### config.mk
export PLATFORM = sky130hd
export DESIGN_NAME = frame_bank_scheduler
export DESIGN_NICKNAME = d
export VERILOG_FILES = /design/src/rtl/frame_bank_scheduler.sv
export SDC_FILE = /design/constraint.sdc
export NUM_CORES = 1
export LEC_CHECK = 0
export BUFFER_PORTS_ARGS = -buffer_cell sky130_fd_sc_hd__buf_2
export CORE_ASPECT_RATIO = 0.6
export CORE_MARGIN = 2
export CORE_UTILIZATION = 30
export CTS_CLUSTER_DIAMETER = 50
export DETAILED_ROUTE_END_ITERATION = 6
export PLACE_DENSITY = 0.87
export SLEW_MARGIN = 10
export SYNTH_ARGS = -nofsm -noshare
export SYNTH_HDL_FRONTEND = slang
export SYNTH_SLANG_ARGS = --single-unit
export TNS_END_PERCENT = 20
### constraint.sdc
create_clock -name clk -period 1.9 [get_ports clk]
set_clock_uncertainty 0.05 [all_clocks]
set_input_delay 0.19 -clock clk [delete_from_list [all_inputs] [get_ports clk]]
set_output_delay 0.19 -clock clk [all_outputs]
set_load 0.05 [all_outputs]
### src/rtl/frame_bank_scheduler.sv
// frame_bank_scheduler
// Ping-pong scheduler for two single-port frame RAM banks. The ingest stream
// fills the write bank while the framebuffer reads the display bank. The banks
// swap only on SOF, and only once a complete frame is waiting.
//
// Ports:
//   clk, nrst                    clock, asynchronous active-low reset
//   wr_valid_i/wr_ready_o        pixel word handshake
//   wr_data_i, wr_last_i         pixel word and end-of-frame marker
//   flush_i                      abandon partial frame, clear pending/error
//   sof_i                        position sync (swap point)
//   rd_addr_i, rd_data_o         framebuffer read port, 1-cycle latency
//   b0_*/b1_*                    bank address/wdata/we out, rdata in
//   disp_bank_o                  bank currently displayed
//   frame_pending_o              complete frame waiting in the write bank
//   frame_swap_o                 one-cycle pulse: banks swapped
//   swap_skipped_o               one-cycle pulse: SOF without a complete frame
//   err_len_o                    sticky: a frame length was wrong
module frame_bank_scheduler #(
    parameter int DATA_W      = 24,
    parameter int ADDR_W      = 7,
    parameter int FRAME_WORDS = 128
) (
    input  logic              clk,
    input  logic              nrst,
    input  logic              wr_valid_i,
    output logic              wr_ready_o,
    input  logic [DATA_W-1:0] wr_data_i,
    input  logic              wr_last_i,
    input  logic              flush_i,
    input  logic              sof_i,
    input  logic [ADDR_W-1:0] rd_addr_i,
    output logic [DATA_W-1:0] rd_data_o,
    output logic [ADDR_W-1:0] b0_addr_o,
    output logic [DATA_W-1:0] b0_wdata_o,
    output logic              b0_we_o,
    input  logic [DATA_W-1:0] b0_rdata_i,
    output logic [ADDR_W-1:0] b1_addr_o,
    output logic [DATA_W-1:0] b1_wdata_o,
    output logic              b1_we_o,
    input  logic [DATA_W-1:0] b1_rdata_i,
    output logic              disp_bank_o,
    output logic              frame_pending_o,
    output logic              frame_swap_o,
    output logic              swap_skipped_o,
    output logic              err_len_o
);

    localparam logic [ADDR_W-1:0] LAST_ADDR = ADDR_W'(FRAME_WORDS - 1);

    logic              disp_bank_q, disp_bank_d;
    logic              frame_pending_q, frame_pending_d;
    logic [ADDR_W-1:0] wr_addr_q, wr_addr_d;
    logic              frame_swap_q, frame_swap_d;
    logic              swap_skipped_q, swap_skipped_d;
    logic              err_len_q, err_len_d;
    logic              rd_sel_q;

    logic accept;
    logic at_end;

    assign wr_ready_o = ~frame_pending_q;
    // Flush suppresses the write itself, not just the bookkeeping.
    assign accept     = wr_valid_i & wr_ready_o & ~flush_i;
    assign at_end     = (wr_addr_q == LAST_ADDR);

    // Bank muxing: display bank is read-only, the other bank takes writes.
    always_comb begin
        b0_wdata_o = wr_data_i;
        b1_wdata_o = wr_data_i;
        if (disp_bank_q) begin
            b1_addr_o = rd_addr_i;
            b1_we_o   = 1'b0;
            b0_addr_o = wr_addr_q;
            b0_we_o   = accept;
        end else begin
            b0_addr_o = rd_addr_i;
            b0_we_o   = 1'b0;
            b1_addr_o = wr_addr_q;
            b1_we_o   = accept;
        end
    end

    // Select follows the bank that was addressed one cycle earlier, so data
    // returned across a swap comes from the bank that was actually read.
    assign rd_data_o = rd_sel_q ? b1_rdata_i : b0_rdata_i;

    always_comb begin
        disp_bank_d     = disp_bank_q;
        frame_pending_d = frame_pending_q;
        wr_addr_d       = wr_addr_q;
        frame_swap_d    = 1'b0;
        swap_skipped_d  = 1'b0;
        err_len_d       = err_len_q;
        if (flush_i) begin
            wr_addr_d       = '0;
            frame_pending_d = 1'b0;
            err_len_d       = 1'b0;
        end else begin
            // A frame completing in the SOF cycle is not yet pending, so SOF
            // is skipped and the swap waits for the next SOF.
            if (sof_i) begin
                if (frame_pending_q) begin
                    disp_bank_d     = ~disp_bank_q;
                    frame_pending_d = 1'b0;
                    frame_swap_d    = 1'b1;
                end else begin
                    swap_skipped_d  = 1'b1;
                end
            end
            // accept implies pending was clear, so this never races the swap.
            if (accept) begin
                if (wr_last_i || at_end) begin
                    wr_addr_d       = '0;
                    frame_pending_d = 1'b1;
                    if (wr_last_i != at_end)
                        err_len_d = 1'b1;
                end else begin
                    wr_addr_d = wr_addr_q + 1'b1;
                end
            end
        end
    end

    always_ff @(posedge clk or negedge nrst) begin
        if (!nrst) begin
            disp_bank_q     <= 1'b0;
            frame_pending_q <= 1'b0;
            wr_addr_q       <= '0;
            frame_swap_q    <= 1'b0;
            swap_skipped_q  <= 1'b0;
            err_len_q       <= 1'b0;
            rd_sel_q        <= 1'b0;
        end else begin
            disp_bank_q     <= disp_bank_d;
            frame_pending_q <= frame_pending_d;
            wr_addr_q       <= wr_addr_d;
            frame_swap_q    <= frame_swap_d;
            swap_skipped_q  <= swap_skipped_d;
            err_len_q       <= err_len_d;
            rd_sel_q        <= disp_bank_q;
        end
    end

    assign disp_bank_o     = disp_bank_q;
    assign frame_pending_o = frame_pending_q;
    assign frame_swap_o    = frame_swap_q;
    assign swap_skipped_o  = swap_skipped_q;
    assign err_len_o       = err_len_q;

endmodule

==> results by group <==
Critical path
  • CP max FO: 5
  • FF-to-FF setup slack: about 0.025 ns
  • Cells on worst reg2reg path: 8
  • RR Endpoint: wr_addr_q[5]
  • Worst Path Arrival: 1.98 ns
  • RR Startpoint: wr_addr_q[0]
  • Worst path cell trace: ha_2 -> nand3_2 -> nor2_1 -> nand2_1 -> ha_2 -> nand3b_1 -> or4_1 -> a31oi_1
  • Critical path's largest stage delay: 0.49 ns
  • Kind of end point of the critical path: flip-flop
  • Critical path endpoint: wr_addr_q[5]
  • CP Launch Type: flip-flop
  • Slowest-stage cell, CP: or4_1
  • Cell mode on critical path: ha_2
  • Worst Setup SP: wr_addr_q[0]
  • Critical Path RT: between 2 and 2.5 ns
  • Crit Path Category: reg -> reg

STA
  • Max-slew violations: 0
  • Final setup viols: 0
  • Setup ws final: between 0.02 and 0.03 ns
  • Fmax: ~0.53 GHz
  • Crit share post-route: 0.987
  • Minimum clock period: about 1.9 ns
  • Hold slack final: approximately 0.17 ns
  • RSZ-0062 raised after global routing: yes
  • Worst-margin pin slew: 0.435 ns
  • Slew margin rel.: 0.710
  • Setup TNS: 0 ns
  • Final hold vios: 0

Detailed routing
  • Routed wl met3: roughly 570 um
  • DR DRC count: 0
  • Wire length on met1: about 1600 um
  • Vias per inst: 4.62
  • DRT Pass-1 Iters: 4
  • Avg WL per Cell: 14.4 um
  • Final wirelength: approximately 4000 um
  • Met2 wire len: between 1500 and 2000 um
  • Vias: ~1.3k
  • Iteration-0 DRC Markers: 39
  • Max layer used: met3
  • Remaining antenna violation count: 0

Clocking
  • Sink Count: 13
  • CTS tree: yes
  • H-tree Lvls: 1
  • Root buffer cell: clkbuf_8
  • Clk_lat worst skew: approximately 0.24 ns
  • CTS Buf Count: 3
  • CTS clock-pin slew for the worst setup and hold paths: roughly 0.05 ns
  • Worst-case clock buffer depth: 2

Synth
  • Post-synth EDFFs: 0
  • Async S/R FF share, synth: 1.00
  • Primary FF master, synth: dfrtp_1
  • Cell area after synthesis: 1470 um2
  • Top-count cell post-synth: buf_4
  • Yosys top cell by area: mux2_2
  • Synthesized instance count: roughly 160
  • Netlist cell types: 26
  • Synth top cells by count: 49 x buf_4, 39 x mux2_2, 13 x dfrtp_1, 6 x nand2_1
  • Yosys reg bits: 13
  • Yosys top cell area share: 0.299
  • Sequential-to-total area share from yosys stat: 0.222
  • Synthesized Nets: roughly 250
  • Post-synthesis average cell area: approximately 9.3 um2
  • Yosys warns: 0
  • Top post-synthesis cells by area: mux2_2 30%, buf_4 25%, dfrtp_1 22%, or4_1 2.0%, ha_1 1.7%

Cells and area
  • Area of the multi-input gates: approximately 740 um2
  • Layout Nets: around 300
  • Reg area: between 300 and 400 um2
  • ANT cells: 0
  • Layout area overhead: 22.4%
  • Layout cells sized above 1: 0.740
  • FILL cells: a little under 500
  • Final Core Density: 0.387

Placement
  • Gpl congestion: 0.746
  • HPWL Detailed: 3400 um
  • Placement Setup Slack: -0.0354 ns
  • PortBufs: between 100 and 150

GRT
  • First-pass GRT wire length: slightly below 6000 um
  • Largest net degree at the start of global routing: 25
  • Initial antenna violation count: 0
  • Vias in the first global route: ~1.2k
  • Total GRT Usage: 0.135
  • Global route overflow: 0

Floorplan
  • Die width: 94.3 um
  • Die Height: just under 60 um
  • Starting density of the core: 0.316
  • I/O pin cnt: ~180
  • Die ar.: 5480 um2
  • Rows: 19
  • Core area: between 4000 and 5000 um2

Run status
  • Status: completed

Power
  • Pwr dens: about 1400 nW/um2
  • VDD IR max: about 740 uV
  • Pleak: ~0.9 nW

Hold path
  • Min-Delay Path Class: in -> reg

Flow run
  • Max cap viols: 0
[cell families (layout without fill, tap and decap cells)]
group           after synthesis  after routing  synth area share
simple gates                 30             30             0.117
compound gates               13             13            0.0520
xor+xnor                      1              1           0.00597
fa+ha+maj                     2              2            0.0171
flops                        13             13             0.222
mux                          39             39             0.299
buf+inv                      60            121             0.287
[power breakdown]
group | internal (W) | switching, W
Clock | 0.000148 | 0.0000948
Sequential | 0.000305 | 0.0000789
Combinational | 0.000560 | 0.00126
Total | 0.00101 | 0.00143
[final cells by class]
class / count / area share
Clock buffer: 4 / 0.0251
Multi-Input combinational cell: 85 / 0.415
Sequential cell: 13 / 0.182
Tap cell: 63 / 0.0439
Inverter: 4 / 0.00836
Timing Repair Buffer: 113 / 0.326
[timing repair]
action,in CTS,in global routing
gates resized for setup,1,2
hold endpoints to repair,13,0
hold buffers,1,0
setup endpoints to repair,2,3
setup buffers,1,0
pin swaps,1,4
[placed cells by master, fill, tap and decap left out]
cell type | Yosys | final
nand2_1 | 6 | 6
clkbuf_1 | 3 | 1
o211ai_1 | 2 | 2
a31oi_1 | 3 | 3
or3b_4 | 0 | 1
nor3b_4 | 0 | 1
inv_1 | 4 | 4
nor2b_1 | 1 | 1
buf_4 | 49 | 6
ha_2 | 0 | 2
dfrtp_1 | 13 | 12
buf_2 | 3 | 106
dlygate4sd3_1 | 0 | 1
dfrtp_2 | 0 | 1
nand3_2 | 1 | 1
and2b_2 | 1 | 1
nor3_1 | 3 | 2
a22oi_1 | 1 | 1
clkbuf_8 | 0 | 3
mux2_2 | 39 | 39
o21ai_0 | 3 | 3
or4_1 | 4 | 4
nor3_2 | 0 | 1
xor2_1 | 1 | 1
nand3_1 | 3 | 3
nor2_1 | 4 | 4
a21oi_1 | 4 | 4
nand2b_1 | 4 | 4
nand3b_1 | 1 | 1
[routing by layer]
metal,vias to the layer above,GRT usage
li1,620,-
met1,588,0.155
met2,94,0.231
met3,0,0.0754
met5,-,0
met4,0,0.0124
[worst max-delay path: cells and delay by family, from the launching register on]
kind | cells | cell delay, ns
AOI/OAI and AO/OA | 1 | 0.15
adders and majority gates | 2 | 0.38
DFF | 1 | 0.38
and+or+nand+nor | 5 | 0.84
[sequential cells by signal, indices dropped and copies added (netlist names)]
signal	cells
err_len_o	1
wr_addr_q	7
rd_sel_q	1
disp_bank_o	1
frame_pending_o	1
swap_skipped_o	1
frame_swap_o	1
[how the worst min path moves through the flow]
stage                     startpoint              to  slack [ns]  depth (start not counted)
final                          sof_i  swap_skipped_o        0.17                          3
after global routing           sof_i  swap_skipped_o        0.19                          3
after CTS                      sof_i  swap_skipped_o        0.17                          3
after detailed placement        nrst    wr_addr_q[0]        0.05                          1
after global placement          nrst    wr_addr_q[1]        0.04                          1
after floorplan                 nrst     disp_bank_o       -0.16                          0
[metrics by stage]
stage	total power, W	cell area (um2)	instances
global route	0.00255	1800	282
CTS	0.00246	1790	282
floorplan	0.00213	1480	158
finish	0.00244	1800	282
detailed placement	0.00221	1730	276
global placement	0.00220	1730	276
Note: power is estimated with default switching activity, not from simulation.
